===== src/rtl/pipe_ctrl_pkg.sv =====
// Shared types and constants for the IF/ID pipeline sequencing controller.
package pipe_ctrl_pkg;

  localparam int unsigned RegIdxW = 4;
  localparam logic [RegIdxW-1:0] PcRegIdx = 4'd15;

  typedef enum logic [1:0] {
    StRun     = 2'd0,
    StFlush   = 2'd1,
    StMemWait = 2'd2
  } state_e;

endpackage


===== src/rtl/hazard_detect.sv =====
// Load-use hazard compare: ID source fields against the destination of a load sitting in EX.
module hazard_detect
  import pipe_ctrl_pkg::*;
(
  input  logic               ex_load_i,
  input  logic [RegIdxW-1:0] ex_rd_i,
  input  logic [RegIdxW-1:0] id_rn_i,
  input  logic [RegIdxW-1:0] id_rm_i,
  input  logic [RegIdxW-1:0] id_rd_i,
  input  logic               id_use_rn_i,
  input  logic               id_use_rm_i,
  input  logic               id_use_rd_i,
  output logic               hazard_o
);

  always_comb begin
    hazard_o = ex_load_i & ((id_use_rn_i & (id_rn_i == ex_rd_i)) |
                            (id_use_rm_i & (id_rm_i == ex_rd_i)) |
                            (id_use_rd_i & (id_rd_i == ex_rd_i)));
  end

endmodule


===== src/rtl/pipeline_hazard_ctrl.sv =====
// IF/ID sequencing controller: load-use bubbles, taken-branch flushes, memory-busy freeze,
// plus a saturating stall counter and a sticky memory-timeout flag.
module pipeline_hazard_ctrl
  import pipe_ctrl_pkg::*;
#(
  parameter int unsigned FLUSH_CYCLES = 1,
  parameter int unsigned MEM_TIMEOUT  = 64,
  parameter int unsigned STALL_CNT_W  = 16
) (
  input  logic                   CLK,
  input  logic                   CLR,
  input  logic [RegIdxW-1:0]     ID_Rn,
  input  logic [RegIdxW-1:0]     ID_Rm,
  input  logic [RegIdxW-1:0]     ID_Rd,
  input  logic                   ID_Use_Rn,
  input  logic                   ID_Use_Rm,
  input  logic                   ID_Use_Rd,
  input  logic                   EX_Load,
  input  logic [RegIdxW-1:0]     EX_Rd,
  input  logic                   Branch_Taken,
  input  logic                   MEM_Busy,
  output logic                   PC_LE,
  output logic                   IFID_LE,
  output logic                   IFID_CLR,
  output logic                   IDEX_Bubble,
  output logic                   EXMEM_LE,
  output logic [STALL_CNT_W-1:0] Stall_Count,
  output logic                   Mem_Error
);

  localparam logic [9:0] MemTimeout = 10'(MEM_TIMEOUT);
  localparam logic [2:0] FlushInit  = 3'(FLUSH_CYCLES - 1);

  state_e                 state_q, state_d;
  logic [2:0]             flush_q, flush_d;
  logic [9:0]             busy_q, busy_d;
  logic [STALL_CNT_W-1:0] stall_q, stall_d;
  logic                   err_q, err_d;
  logic                   hazard;

  hazard_detect u_hazard_detect (
    .ex_load_i   (EX_Load),
    .ex_rd_i     (EX_Rd),
    .id_rn_i     (ID_Rn),
    .id_rm_i     (ID_Rm),
    .id_rd_i     (ID_Rd),
    .id_use_rn_i (ID_Use_Rn),
    .id_use_rm_i (ID_Use_Rm),
    .id_use_rd_i (ID_Use_Rd),
    .hazard_o    (hazard)
  );

  always_comb begin
    PC_LE       = 1'b1;
    IFID_LE     = 1'b1;
    IFID_CLR    = 1'b0;
    IDEX_Bubble = 1'b0;
    EXMEM_LE    = 1'b1;
    state_d     = state_q;
    flush_d     = flush_q;
    busy_d      = busy_q;
    err_d       = err_q;
    stall_d     = stall_q;

    if (CLR) begin
      PC_LE       = 1'b0;
      IFID_LE     = 1'b0;
      IFID_CLR    = 1'b1;
      IDEX_Bubble = 1'b1;
      EXMEM_LE    = 1'b0;
    end else if (MEM_Busy) begin
      // Full freeze in every state; only the wait bookkeeping moves.
      PC_LE    = 1'b0;
      IFID_LE  = 1'b0;
      EXMEM_LE = 1'b0;
      unique case (state_q)
        StRun: begin
          busy_d  = 10'd1;
          state_d = StMemWait;
        end
        StMemWait: begin
          if (busy_q < MemTimeout) begin
            busy_d = busy_q + 10'd1;
          end
          if (busy_d >= MemTimeout) begin
            err_d = 1'b1;
          end
        end
        StFlush: ;
        default: state_d = StRun;
      endcase
    end else begin
      unique case (state_q)
        StFlush: begin
          // ID holds a NOP here, so hazard and Branch_Taken are not looked at.
          IFID_CLR = 1'b1;
          flush_d  = flush_q - 3'd1;
          if (flush_q <= 3'd1) begin
            state_d = StRun;
          end
        end
        StRun, StMemWait: begin
          busy_d  = 10'd0;
          state_d = StRun;
          if (hazard) begin
            PC_LE       = 1'b0;
            IFID_LE     = 1'b0;
            IDEX_Bubble = 1'b1;
          end else if (Branch_Taken) begin
            IFID_CLR = 1'b1;
            flush_d  = FlushInit;
            state_d  = (FLUSH_CYCLES > 1) ? StFlush : StRun;
          end
        end
        default: state_d = StRun;
      endcase
    end

    if (!CLR && !PC_LE && (stall_q != '1)) begin
      stall_d = stall_q + 1'b1;
    end
  end

  always_ff @(posedge CLK) begin
    if (CLR) begin
      state_q <= StRun;
      flush_q <= 3'd0;
      busy_q  <= 10'd0;
      stall_q <= '0;
      err_q   <= 1'b0;
    end else begin
      state_q <= state_d;
      flush_q <= flush_d;
      busy_q  <= busy_d;
      stall_q <= stall_d;
      err_q   <= err_d;
    end
  end

  assign Stall_Count = stall_q;
  assign Mem_Error   = err_q;

endmodule


===== config.mk =====
export PLATFORM = sky130hd
export DESIGN_NAME = pipeline_hazard_ctrl
export DESIGN_NICKNAME = d
export VERILOG_FILES = /design/src/rtl/pipe_ctrl_pkg.sv /design/src/rtl/hazard_detect.sv /design/src/rtl/pipeline_hazard_ctrl.sv
export SDC_FILE = /design/constraint.sdc
export NUM_CORES = 1
export LEC_CHECK = 0
export CORE_MARGIN = 2
export CORE_UTILIZATION = 46
export DETAILED_ROUTE_END_ITERATION = 6
export GPL_ROUTABILITY_DRIVEN = 0
export PLACE_DENSITY = 0.79
export SLEW_MARGIN = 10
export SYNTH_ARGS = -nofsm -noshare
export SYNTH_HDL_FRONTEND = slang
export SYNTH_SLANG_ARGS = --single-unit

===== constraint.sdc =====
create_clock -name CLK -period 2.35 [get_ports CLK]
set_clock_uncertainty 0.05 [all_clocks]
set_input_delay 0.47 -clock CLK [delete_from_list [all_inputs] [get_ports CLK]]
set_output_delay 0.47 -clock CLK [all_outputs]
set_load 0.005 [all_outputs]

==> summary.md <==
| Metric | Value |
|---|---|
| Synth Flop Type | dfxtp_1 |
| I/O pin cnt | 46 |
| Kind of cell adding the most delay to the critical path | buffers and inverters |
| TritonCTS buffer count | 3 |
| Post-Syn Area per Cell | between 8 and 9 sq um |
| Worst setup SP type | input port |
| Placed insts | between 200 and 300 |
| Util after Layout | between 70% and 80% |
| WP buf/inv | 3 |
| Slew headroom | between 50% and 60% |
| Post-synth cell types | 38 |
| CP max-delay cell | clkdlybuf4s50_1 |
| First-pass GRT wire length | roughly 6500 um |
| Clock Latency Late Sink | 330 ps |
| Post-synth EDFFs | 0 |
| F_max | 0.4372 GHz |
| FILL cells | between 200 and 250 |
| # setup viols final | 0 |
| Max FO, Critical Path | 2 |
| Critical Path Max Stage Delay | between 400 and 500 ps |
| Met1 Resource Use GR | approximately a quarter |
| Post-Synth Adder-Cell Area | under 10% |
| GRT busiest layer | met2 |
| Final std cells w/o fill | between 200 and 300 |
| Leading area contributor after synthesis | dfxtp_1 |
| Total routed wirelength | a little under 4000 um |
| Layout Area Growth over Synthesis | 47.15% |
| 1st-pass router iterations | 4 |
| Met2 usage | 45.93% |
| Synth Area in Compound Gates | roughly 14% |
| Worst hold path class | reg2reg |
| Clock transition at path regs | roughly 150 ps |
| Synth cell count leaders | dfxtp_1, a21oi_1, nor2_1, xor2_1, nand2_1 |
| FP Rows | 20 |
| Synthesized Nets | approximately 200 |
| Synth Register Bits | 28 |
| Chip width | about 61 um |
| DR vias/cell | 5.638 |
| # hold bufs at CTS | 0 |
| Ys async rst share | 0% |
| Main combinational cell family by area after synthesis | simple AND/OR/NAND/NOR gates |
| Max Cap Viol | 0 |
| Number of inserted diodes | 0 |
| Buffers added on ports | 45 |
| H-tree depth | 1 |
| Worst setup path class | in2out |
| Post-route antenna net violation count | 0 |
| Core Region | 3078 sq um |
| DRC | 0 |
| Leakage | about 0.85 nW |
| Synth warnings | 0 |
| Clock root buffer | clkbuf_4 |
| DP Worst Slack | -680.9 ps |
| Die ar. | between 3000 and 4000 sq um |
| Initial antenna violation count | 0 |
| Status | complete, no violations |
| CTS tree | done |
| Minimum clock period | between 2000 and 2500 ps |
| Final worst slack | ~63 ps |
| CTS sink cnt | 28 |
| Fin. max-slew vios | 0 |
| DP Wirelength | between 3000 and 4000 um |
| Synthesized instance count | roughly 170 |
| Crit-path cells | clkdlybuf4s50_1 > xnor2_1 > nand4_1 > buf_4 > and3_4 > o21ai_2 > buf_2 |
| Final hold vios | 0 |
| Final Cell Area | 2195 sq um |
| GRT met3 Usage | under 10% |
| GR Overflow Total | 0 |
| Initial drt markers | 147 |
| Sequential element share of the synthesized area | 37.58% |
| Tot Pwr | 953.4 uW |
| Clk buf depth | 2 |
| Worst-Margin Slew | 599.6 ps |
| Largest net degree at the start of global routing | 17 |
| Mapped Area | between 1000 and 1500 sq um |
| Most area-consuming cells after synthesis | dfxtp_1, xor2_1, a21oi_1 |
| Die H | between 60 and 70 um |
| Starting Density | 48.46% |
| WL per Instance | roughly 14 um |
| Post-synthesis xor/xnor area fraction | 9.396% |
| Dpl cell area | between 2000 and 2500 sq um |
| Fraction of layout cells with a size suffix above 1 | approximately a fifth |
| Final period util | a little over nine tenths |
| Via Count | roughly 1,600 |
| Arrival @ worst endpoint | about 1800 ps |
| Tot GR Track Use | a little under a quarter |
| Power density over the cells | around 430 nW/um^2 |
| Peak supply drop | 0.0002368 V |
| Worst setup EP type | output port |
| Vias in the first global route | between 1,000 and 1,500 |
| Most frequent cell after synthesis | dfxtp_1 |
| CP required | about 1800 ps |
| Post-synthesis mux area share | 2.936% |
| Top-area cell type share of the netlist area | 37.58% |
| Fin nets | roughly 260 |
| Simple-Gate Fraction of Synth Area | about 30% |
-- area by class of cell --
| type | instances | area (sq um) | area share, % |
|---|---|---|---|
| Tap cell | 44 | 55.05 | 2.509 |
| Clock inverter | 1 | 30.03 | 1.368 |
| Clock buffer | 3 | 22.52 | 1.026 |
| Inverter | 3 | 11.26 | 0.5131 |
| Multi-Input combinational cell | 130 | 898.4 | 40.94 |
| Sequential cell | 28 | 560.5 | 25.54 |
| Timing Repair Buffer | 70 | 616.8 | 28.11 |
-- worst paths after layout --
path / depth (start not counted) / startpoint / slack (ps) / to
max: 7 / ID_Rd[1] / 60 / IDEX_Bubble
min: 1 / Mem_Error / 440 / Mem_Error
max reg2reg: 5 / Stall_Count[6] / 310 / Stall_Count[8]
min reg2reg: 1 / Mem_Error / 440 / Mem_Error
-- per-stage QoR --
stage / hold slack (ps) / TNS (ps)
4_1_cts: 443.2 / 0
3_3_place_gp: 404.7 / -6284
5_1_grt: 467.2 / -26.71
3_5_place_dp: 409.4 / -9178
6_report: 443.3 / 0
2_1_floorplan: 408.2 / 0
-- placed cells by master, fill, tap and decap left out, types with 7 or more instances in the layout --
| cell | count |
|---|---|
| a21oi_1 | 13 |
| nor2_1 | 11 |
| nand3_1 | 8 |
| o31ai_1 | 8 |
| buf_4 | 23 |
| nand4_1 | 8 |
| xor2_1 | 12 |
| clkdlybuf4s50_1 | 25 |
| dlygate4sd2_1 | 7 |
| dfxtp_1 | 28 |
| or4_1 | 7 |
| nand2_1 | 10 |
-- flip-flops by register name, indices dropped and copies added (netlist names) --
register and cells:
busy_q 10, Mem_Error 1, Stall_Count 16, state_q 1
-- what timing repair did --
item | 4_1_cts | 5_1_grt
endpoints found under the setup margin | 15 | 10
resized for setup | 38 | 15
setup buffers | 5 | 0
endpoints found under the hold margin | 0 | 0
pin swaps | 17 | 15
-- power breakdown --
part	leakage [nW]	total, mW	switching (mW)	internal (mW)
clock network	0.0279	0.318	0.146	0.173
registers	0.226	0.488	0.00796	0.480
logic	0.596	0.147	0.0631	0.0838
total	0.850	0.953	0.217	0.737
-- routing by layer --
layer / routed length (um) / vias to the layer above
met4: 100 / 0
met3: 229 / 14
li1: - / 767
met1: 1515 / 722
met2: 2123 / 70
met5: 0 / -
-- cells by family (layout without fill, tap and decap cells) --
family                     Yosys count  count (layout)
xor gates and xnor gates            16              16
adders and majority gates            2               2
and+or+nand+nor                     75              75
muxes                                4               4
buffers and inverters               11              77
AOI/OAI and AO/OA                   33              33
DFF                                 28              28
Power figures use the tool's default switching activity.
